### src/rtl/pipe_stage_reg.sv
// -----------------------------------------------------------------------------
// pipe_stage_reg
//   Pipeline-stage register carrying one WIDTH-bit stage bundle between two
//   processor pipeline stages, with valid/ready handshake, back-pressure,
//   synchronous flush and a programmable reset value.
//
//   Build option: define PIPE_STAGE_SKID_EN to get a two-entry skid buffer
//   (main + skid register) with a registered in_ready. Without it the stage
//   holds a single entry and in_ready is combinational.
//
// Parameters
//   WIDTH        bit width of the carried bundle (>=1)
//   RESET_VALUE  value loaded into out_data (and skid data) on reset
//
// Ports
//   clk        in   clock, rising edge
//   reset      in   asynchronous, active-high reset
//   flush      in   synchronous squash of all held entries
//   in_valid   in   upstream presents in_data
//   in_ready   out  stage accepts in_data this cycle
//   in_data    in   bundle from upstream
//   out_valid  out  out_data holds a live entry
//   out_ready  in   downstream accepts out_data this cycle (low = stall)
//   out_data   out  bundle to downstream (always a register output)
// -----------------------------------------------------------------------------
module pipe_stage_reg #(
  parameter int                WIDTH       = 16,
  parameter logic [WIDTH-1:0]  RESET_VALUE = {WIDTH{1'b0}}
) (
  input  logic             clk,
  input  logic             reset,
  input  logic             flush,
  input  logic             in_valid,
  output logic             in_ready,
  input  logic [WIDTH-1:0] in_data,
  output logic             out_valid,
  input  logic             out_ready,
  output logic [WIDTH-1:0] out_data
);

  logic             out_valid_q, out_valid_d;
  logic [WIDTH-1:0] out_data_q, out_data_d;
  logic             accept;
  logic             out_xfer;

  assign accept   = in_valid && in_ready;
  assign out_xfer = out_valid_q && out_ready;

`ifdef PIPE_STAGE_SKID_EN

  logic             skid_valid_q, skid_valid_d;
  logic [WIDTH-1:0] skid_data_q, skid_data_d;
  logic             in_ready_q, in_ready_d;

  // in_ready comes from a flop so out_ready never reaches it combinationally;
  // flush still gates it so nothing is taken in the squash cycle.
  assign in_ready = in_ready_q && !flush;

  always_comb begin
    out_valid_d  = out_valid_q;
    out_data_d   = out_data_q;
    skid_valid_d = skid_valid_q;
    skid_data_d  = skid_data_q;
    if (flush) begin
      // Data registers keep their contents; only the valids are cleared.
      out_valid_d  = 1'b0;
      skid_valid_d = 1'b0;
    end else if (skid_valid_q) begin
      // Skid full means in_ready was low, so no accept can coincide here.
      if (out_xfer) begin
        out_data_d   = skid_data_q;
        out_valid_d  = 1'b1;
        skid_valid_d = 1'b0;
      end
    end else if (accept) begin
      if (!out_valid_q || out_xfer) begin
        out_data_d  = in_data;
        out_valid_d = 1'b1;
      end else begin
        skid_data_d  = in_data;
        skid_valid_d = 1'b1;
      end
    end else if (out_xfer) begin
      out_valid_d = 1'b0;
    end
    in_ready_d = !skid_valid_d;
  end

  always_ff @(posedge clk or posedge reset) begin
    if (reset) begin
      skid_valid_q <= 1'b0;
      skid_data_q  <= RESET_VALUE;
      in_ready_q   <= 1'b1;
    end else begin
      skid_valid_q <= skid_valid_d;
      skid_data_q  <= skid_data_d;
      in_ready_q   <= in_ready_d;
    end
  end

`else

  // Single entry: room exists if empty or the held word leaves this edge.
  assign in_ready = (!out_valid_q || out_ready) && !flush;

  always_comb begin
    out_valid_d = out_valid_q;
    out_data_d  = out_data_q;
    if (flush) begin
      out_valid_d = 1'b0;
    end else if (accept) begin
      out_data_d  = in_data;
      out_valid_d = 1'b1;
    end else if (out_xfer) begin
      out_valid_d = 1'b0;
    end
  end

`endif

  always_ff @(posedge clk or posedge reset) begin
    if (reset) begin
      out_valid_q <= 1'b0;
      out_data_q  <= RESET_VALUE;
    end else begin
      out_valid_q <= out_valid_d;
      out_data_q  <= out_data_d;
    end
  end

  assign out_valid = out_valid_q;
  assign out_data  = out_data_q;

endmodule
### config.mk
export PLATFORM = sky130hd
export DESIGN_NAME = pipe_stage_reg
export DESIGN_NICKNAME = d
export VERILOG_FILES = /design/src/rtl/pipe_stage_reg.sv
export SDC_FILE = /design/constraint.sdc
export NUM_CORES = 1
export LEC_CHECK = 0
export CAP_MARGIN = 20
export CELL_PAD_IN_SITES_DETAIL_PLACEMENT = 0
export CELL_PAD_IN_SITES_GLOBAL_PLACEMENT = 2
export CORE_UTILIZATION = 22
export CTS_CLUSTER_DIAMETER = 150
export DETAILED_ROUTE_END_ITERATION = 16
export GPL_TIMING_DRIVEN = 0
export PLACE_DENSITY_LB_ADDON = 0.3
export SLEW_MARGIN = 20
export SYNTH_ARGS = -nofsm -noshare
export SYNTH_HDL_FRONTEND = slang
export SYNTH_SLANG_ARGS = --single-unit
export TNS_END_PERCENT = 20
### constraint.sdc
create_clock -name clk -period 1.9 [get_ports clk]
set_input_delay 0.475 -clock clk [delete_from_list [all_inputs] [get_ports clk]]
set_output_delay 0.475 -clock clk [all_outputs]
set_load 0.005 [all_outputs]
==> flow_metrics.py, run 1 <==
metrics = {
    "cells_and_area": {
        "fin_cells": 113,
        "areaGrowthSynthToFinish_pct": 66.48,
        "final_util_pct": 39.65,
        "nets": 104,
        "final_cell_mix": "37 x clkdlybuf4s50_1, 17 x dfrtp_1, 16 x mux2_2",
        "drive_gt1_share_pct": 26.83,
        "antennaDiodeCount": 0,
        "layout_commonest_cell": "clkdlybuf4s50_1",
        "finalInstanceArea_um2": 1112,
    },
    "floorplanning": {
        "ios": 39,
        "start_util_pct": 23.82,
        "dieArea_um2": 3262,
        "core_um2": 2805,
        "die_h_um": 57.11,
        "num_rows": 19,
        "die_w_um": 57.11,
    },
    "detailed_routing": {
        "post-route-drc-count": 9,
        "vias": 474,
        "drtIter0Drc": 13,
        "wl_per_cell_um": 10.96,
        "viasPerCell": 4.195,
        "wirelength_um": 1239,
        "drt_first_pass_iters": 10,
        "antenna_left": 0,
    },
    "logic_synthesis": {
        "netlist_top_cells_area": "dfrtp_1 64%, mux2_2 27%, nor3b_4 2.8%",
        "synth.ff_latch_count": 17,
        "syn_area_per_cell_um2": 16.70,
        "ys_warn_count": 0,
        "syn_area_um2": 668.1,
        "synth_top_area_share_pct": 63.67,
        "yosysTopAreaCell": "dfrtp_1",
        "syn_nets": 61,
        "ys_types": 7,
        "synth-seq-area-share_pct": 63.67,
        "postSynthCellCount": 40,
    },
    "worst_hold_path": {
        "hp-start": "out_data[1]",
        "hp-class": "flip-flop to flip-flop",
        "hold_depth": 1,
    },
    "timing": {
        "min_period_over_period_pct": 98.01,
        "slew_headroom_pct": 57.77,
        "setup_viol": 0,
        "hold_violations": 0,
        "worst_slew_pin_slew_ns": 0.6327,
        "maxSlewViolCount": 0,
        "min_period_ns": 1.862,
        "setup_slack_ns": 0.03787,
        "fin_skew_ns": 0.001602,
        "rsz0062_at_grt": "false",
        "fmax_mhz": 537.0,
    },
    "placement": {
        "place_ws_ns": -0.2470,
        "gp_congestion": 0.5914,
        "placedInstanceArea_um2": 1087,
        "dpl.hpwl_um": 926.8,
        "io_buffers": 38,
        "placed_cells": 109,
    },
    "critical_path": {
        "rr_startpoint": "out_valid",
        "cp-start-kind": "input port",
        "reg2reg_depth": 4,
        "crit_required_ns": 1.42,
        "end_kind": "output pin",
        "crit_cells": 4,
        "crit_chain": "clkdlybuf4s50_1 -> nor2b_4 -> nor2_1 -> dlygate4sd2_1",
        "critPathLaunch": "out_ready",
        "critPathKind": "input port to output pin",
        "worstPathArrival_ns": 1.39,
        "path_delay_family": "buffers and inverters",
        "critPathMaxFanout": 3,
        "cp_slowest_cell": "clkdlybuf4s50_1",
        "cpPeakStageDelay_ns": 0.44,
        "path_buf_inv": 2,
    },
    "clocking": {
        "clock_latency_ns": 0.28,
        "cts_max_level": 1,
        "clock_path_buffers": 2,
        "clock-root-buffer": "clkbuf_4",
        "tritoncts": "yes",
        "numCtsBuffers": 3,
        "clkSinkCount": 17,
        "cts.reportedPaths.clkPinSlew_ns": 0.10,
    },
    "power": {
        "power_density_nw_per_um2": 801.7,
        "irDropWorstVdd_uv": 374.5,
        "leakage_nw": 0.4542,
    },
    "global_routing": {
        "grt_pass1_vias": 469,
        "gr-usage-all-layers_pct": 8.881,
        "antenna_found_initial": 0,
        "grt_max_degree": 18,
        "overflow": 0,
        "grt_pass1_wl_um": 2173,
    },
    "status": {
        "violations": "DRC",
        "outcome": "finished with violations",
    },
    "flow_run": {
        "max-cap-violations": 0,
    },
}
## worst reg2reg max path, cell delays in order, from the launching register on
cell	delay, ns
dfrtp_1	0.39
nor2b_4	0.14
nor3b_4	0.39
buf_8	0.20
mux2_2	0.34
## final timing paths
path	end	slack (ns)
min in group asynchronous	out_data[5]	0.56
worst max-delay path	in_ready	0.04
worst min-delay path	out_data[1]	0.51
worst max register to register	out_data[4]	0.34
max in group asynchronous	out_data[11]	0.93
worst min register to register	out_data[1]	0.51
## cell type report
| class | count | area (µm²) |
|---|---|---|
| clock buffers | 4 | 26.28 |
| flip-flops and latches | 17 | 425.4 |
| repair buffers | 38 | 379.1 |
| well taps | 31 | 38.79 |
| fillers | 296 | 1693 |
| multi-input cells | 21 | 224.0 |
| inverters | 1 | 3.754 |
| plain buffers | 1 | 15.01 |
## registers in the layout, indices dropped and copies added (netlist names)
| name | flops |
|---|---|
| out_valid | 1 |
| out_data | 16 |
## where the power goes
group	total, W	leakage, nW	switching (W)	internal (W)
clock	0.000190	0.0150	0.000109	0.0000813
sequential	0.000448	0.201	0.0000270	0.000421
combinational	0.000254	0.238	0.0000648	0.000189
total	0.000892	0.454	0.000200	0.000691
## cell usage after synthesis, drive strengths merged
master  number
nor3b        1
buf          1
nor2b        1
inv          1
dfrtp       17
mux2        16
nor2         3
## per-stage QoR
step | setup TNS [ns] | power (W) | hold WS [ns]
after CTS | 0 | 0.0009117 | 0.5176
after floorplan | 0 | 0.0005389 | 0.4011
after global routing | 0 | 0.0009530 | 0.5347
final | 0 | 0.0008918 | 0.5143
after global placement | -2.866 | 0.0007116 | 0.4894
after detailed placement | -3.147 | 0.0007157 | 0.4946
## what timing repair did
item,CTS,global route
hold buffers,0,0
endpoints found under the setup margin,1,0
gates resized for setup,1,0
setup buffers,0,0
## metal layers
layer / wire (µm) / global-route usage [%]
met1: 526 / 10.19
met2: 529 / 13.11
met3: 183 / 6.122
met4: 0 / 3.136
met5: 0 / 0
## logic make-up (layout without fill, tap and decap cells)
group	Yosys count	in the layout	synth area share [%]
buffers and inverters	2	44	2.808
DFF	17	17	63.67
muxes	16	16	26.97
and+or+nand+nor	5	5	6.554
No activity file was read; power rests on OpenSTA's default activity.
==> inputs of run 2 (changes only) <==
==> constraint.sdc (replaced) <==
create_clock -name clk -period 1.9 [get_ports clk]
set_input_delay 0.285 -clock clk [delete_from_list [all_inputs] [get_ports clk]]
set_output_delay 0.285 -clock clk [all_outputs]
set_load 0.005 [all_outputs]
==> run 2 against run 1 <==
  * The run still ends with DRC left
  * First-iteration DRC count unchanged
  * Routed wire length hardly changed
  * Core utilization hardly changed
  * Final area is 0.11% higher
  * Global-route usage is essentially flat
  * Maximum frequency is 8.4% higher
  * Critical path type unchanged
  * Clock skew did not move
  * Non-clock buffer count stayed put
  * Critical endpoint unchanged
  * Sequential share of layout area is essentially flat
==> flow_metrics.py, run 2 (synthesis results as in run 1) <==
metrics = {
    "status": {
        "outcome": "finished with violations",
        "violations": "DRC",
    },
    "critical_path": {
        "critPathMaxFanout": 3,
        "end_kind": "output pin",
        "crit_path_end": "in_ready",
        "critPathLaunch": "out_ready",
        "worstReg2RegEnd": "out_data[4]",
        "critPathKind": "input port to output pin",
        "reg2reg_depth": 4,
        "rr_startpoint": "out_valid",
        "regToRegSetupSlack_ns": 0.34,
        "worstPathArrival_ns": 1.43,
        "cp-start-kind": "input port",
        "crit_required_ns": 1.62,
    },
    "detailed_routing": {
        "wirelength_um": 1240,
        "post-route-drc-count": 9,
        "wl_per_cell_um": 10.97,
        "drtIter0Drc": 13,
        "vias": 474,
        "drt_first_pass_iters": 10,
        "viasPerCell": 4.195,
        "antenna_left": 0,
    },
    "cells_and_area": {
        "antennaDiodeCount": 0,
        "nets": 104,
        "largest_reg_flops": 16,
        "drive_gt1_share_pct": 26.83,
        "final_util_pct": 39.70,
        "areaGrowthSynthToFinish_pct": 66.67,
        "final_cell_mix": "38 x clkdlybuf4s50_1, 17 x dfrtp_1, 16 x mux2_2",
        "layout_commonest_cell": "clkdlybuf4s50_1",
    },
    "clocking": {
        "postCtsResizedCells": 0,
        "tritoncts": "yes",
        "clock_latency_ns": 0.28,
        "cts_max_level": 1,
        "numCtsBuffers": 3,
        "clock-root-buffer": "clkbuf_4",
        "postCtsSetupBuffers": 0,
        "clock_path_buffers": 2,
        "holdBufCountCts": 0,
        "cts.reportedPaths.clkPinSlew_ns": 0.10,
        "clkSinkCount": 17,
    },
    "global_routing": {
        "use_met1_pct": 10.33,
        "use_met2_pct": 13.11,
        "antenna_found_initial": 0,
        "grt_pass1_wl_um": 2187,
        "overflow": 0,
        "grt.busiest_layer": "met2",
        "grt_max_degree": 18,
        "grt_pass1_vias": 475,
        "grt_use_met3_pct": 6.122,
        "gr-usage-all-layers_pct": 8.929,
    },
    "floorplanning": {
        "core_um2": 2805,
        "num_rows": 19,
        "ios": 39,
        "start_util_pct": 23.82,
        "die_w_um": 57.11,
        "die_h_um": 57.11,
        "dieArea_um2": 3262,
    },
    "timing": {
        "hold_violations": 0,
        "worst_slew_pin_slew_ns": 0.6327,
        "min_period_over_period_pct": 90.43,
        "rsz0062_at_grt": "false",
        "setup_viol": 0,
        "fin_skew_ns": 0.001602,
        "maxSlewViolCount": 0,
        "slew_headroom_pct": 57.77,
        "min_period_ns": 1.718,
        "setup_slack_ns": 0.1819,
        "fmax_mhz": 582.0,
    },
    "placement": {
        "dpl.hpwl_um": 926.8,
        "gp_congestion": 0.5914,
        "place_ws_ns": -0.05701,
        "io_buffers": 38,
    },
    "power": {
        "power_density_nw_per_um2": 801.8,
        "irDropWorstVdd_uv": 374.5,
        "leakage_nw": 0.4524,
        "power_w": 0.0008928,
    },
    "flow_run": {
        "max-cap-violations": 0,
    },
    "worst_hold_path": {
        "hp-class": "input port to asynchronous set/reset pin",
    },
}
==> run 2: changes by cell type in the layout (fill, tap and decap cells not counted), sizes merged <==
cell	change
clkdlybuf4s50	+1
dlygate4sd2	-1
==> run 2: worst min-delay path by stage <==
stage	slack (ns)	cells past startpoint	end	startpoint
finish	0.37	2	out_data[5]	reset
floorplan	0.21	1	out_data[0]	reset
global placement	0.49	1	out_data[6]	out_data[6]
detailed placement	0.49	1	out_data[11]	out_data[11]
global route	0.43	2	out_data[5]	reset
CTS	0.40	2	out_data[5]	reset
==> run 2: metal layers <==
layer	vias to the layer above	routed length [µm]
met5	-	0
met3	0	178
met1	225	532
li1	222	-
met4	0	0
met2	27	529
==> run 2: through the flow <==
| stage | instance area (µm²) | cells | hold slack, ns | setup TNS [ns] |
|---|---|---|---|---|
| after global routing | 1114 | 113 | 0.4321 | 0 |
| after floorplan | 668.1 | 40 | 0.2111 | 0 |
| after CTS | 1114 | 113 | 0.4008 | 0 |
| after detailed placement | 1087 | 109 | 0.4946 | -0.5491 |
| final | 1114 | 113 | 0.3717 | 0 |
| after global placement | 1087 | 109 | 0.4894 | -0.3588 |
==> run 2: cell type report <==
type                            count  area (µm²)
Fill cell                         295        1692
Sequential cell                    17       425.4
Timing Repair Buffer               38       380.4
Multi-Input combinational cell     21       224.0
Tap cell                           31       38.79
Clock buffer                        4       26.28
Buffer                              1       15.01
Inverter                            1       3.754
==> run 2: power breakdown <==
group          leakage [nW]  internal, W  switching (W)  total (W)
Combinational         0.237     0.000190      0.0000649   0.000255
Sequential            0.201     0.000421      0.0000270   0.000448
Clock                0.0150    0.0000813       0.000109   0.000190
Total                 0.452     0.000692       0.000201   0.000893
==> run 2: critical path, stage by stage <==
cell and delay [ns]:
clkdlybuf4s50_1 0.50, nor2b_4 0.06, nor2_1 0.08, clkdlybuf4s50_1 0.51
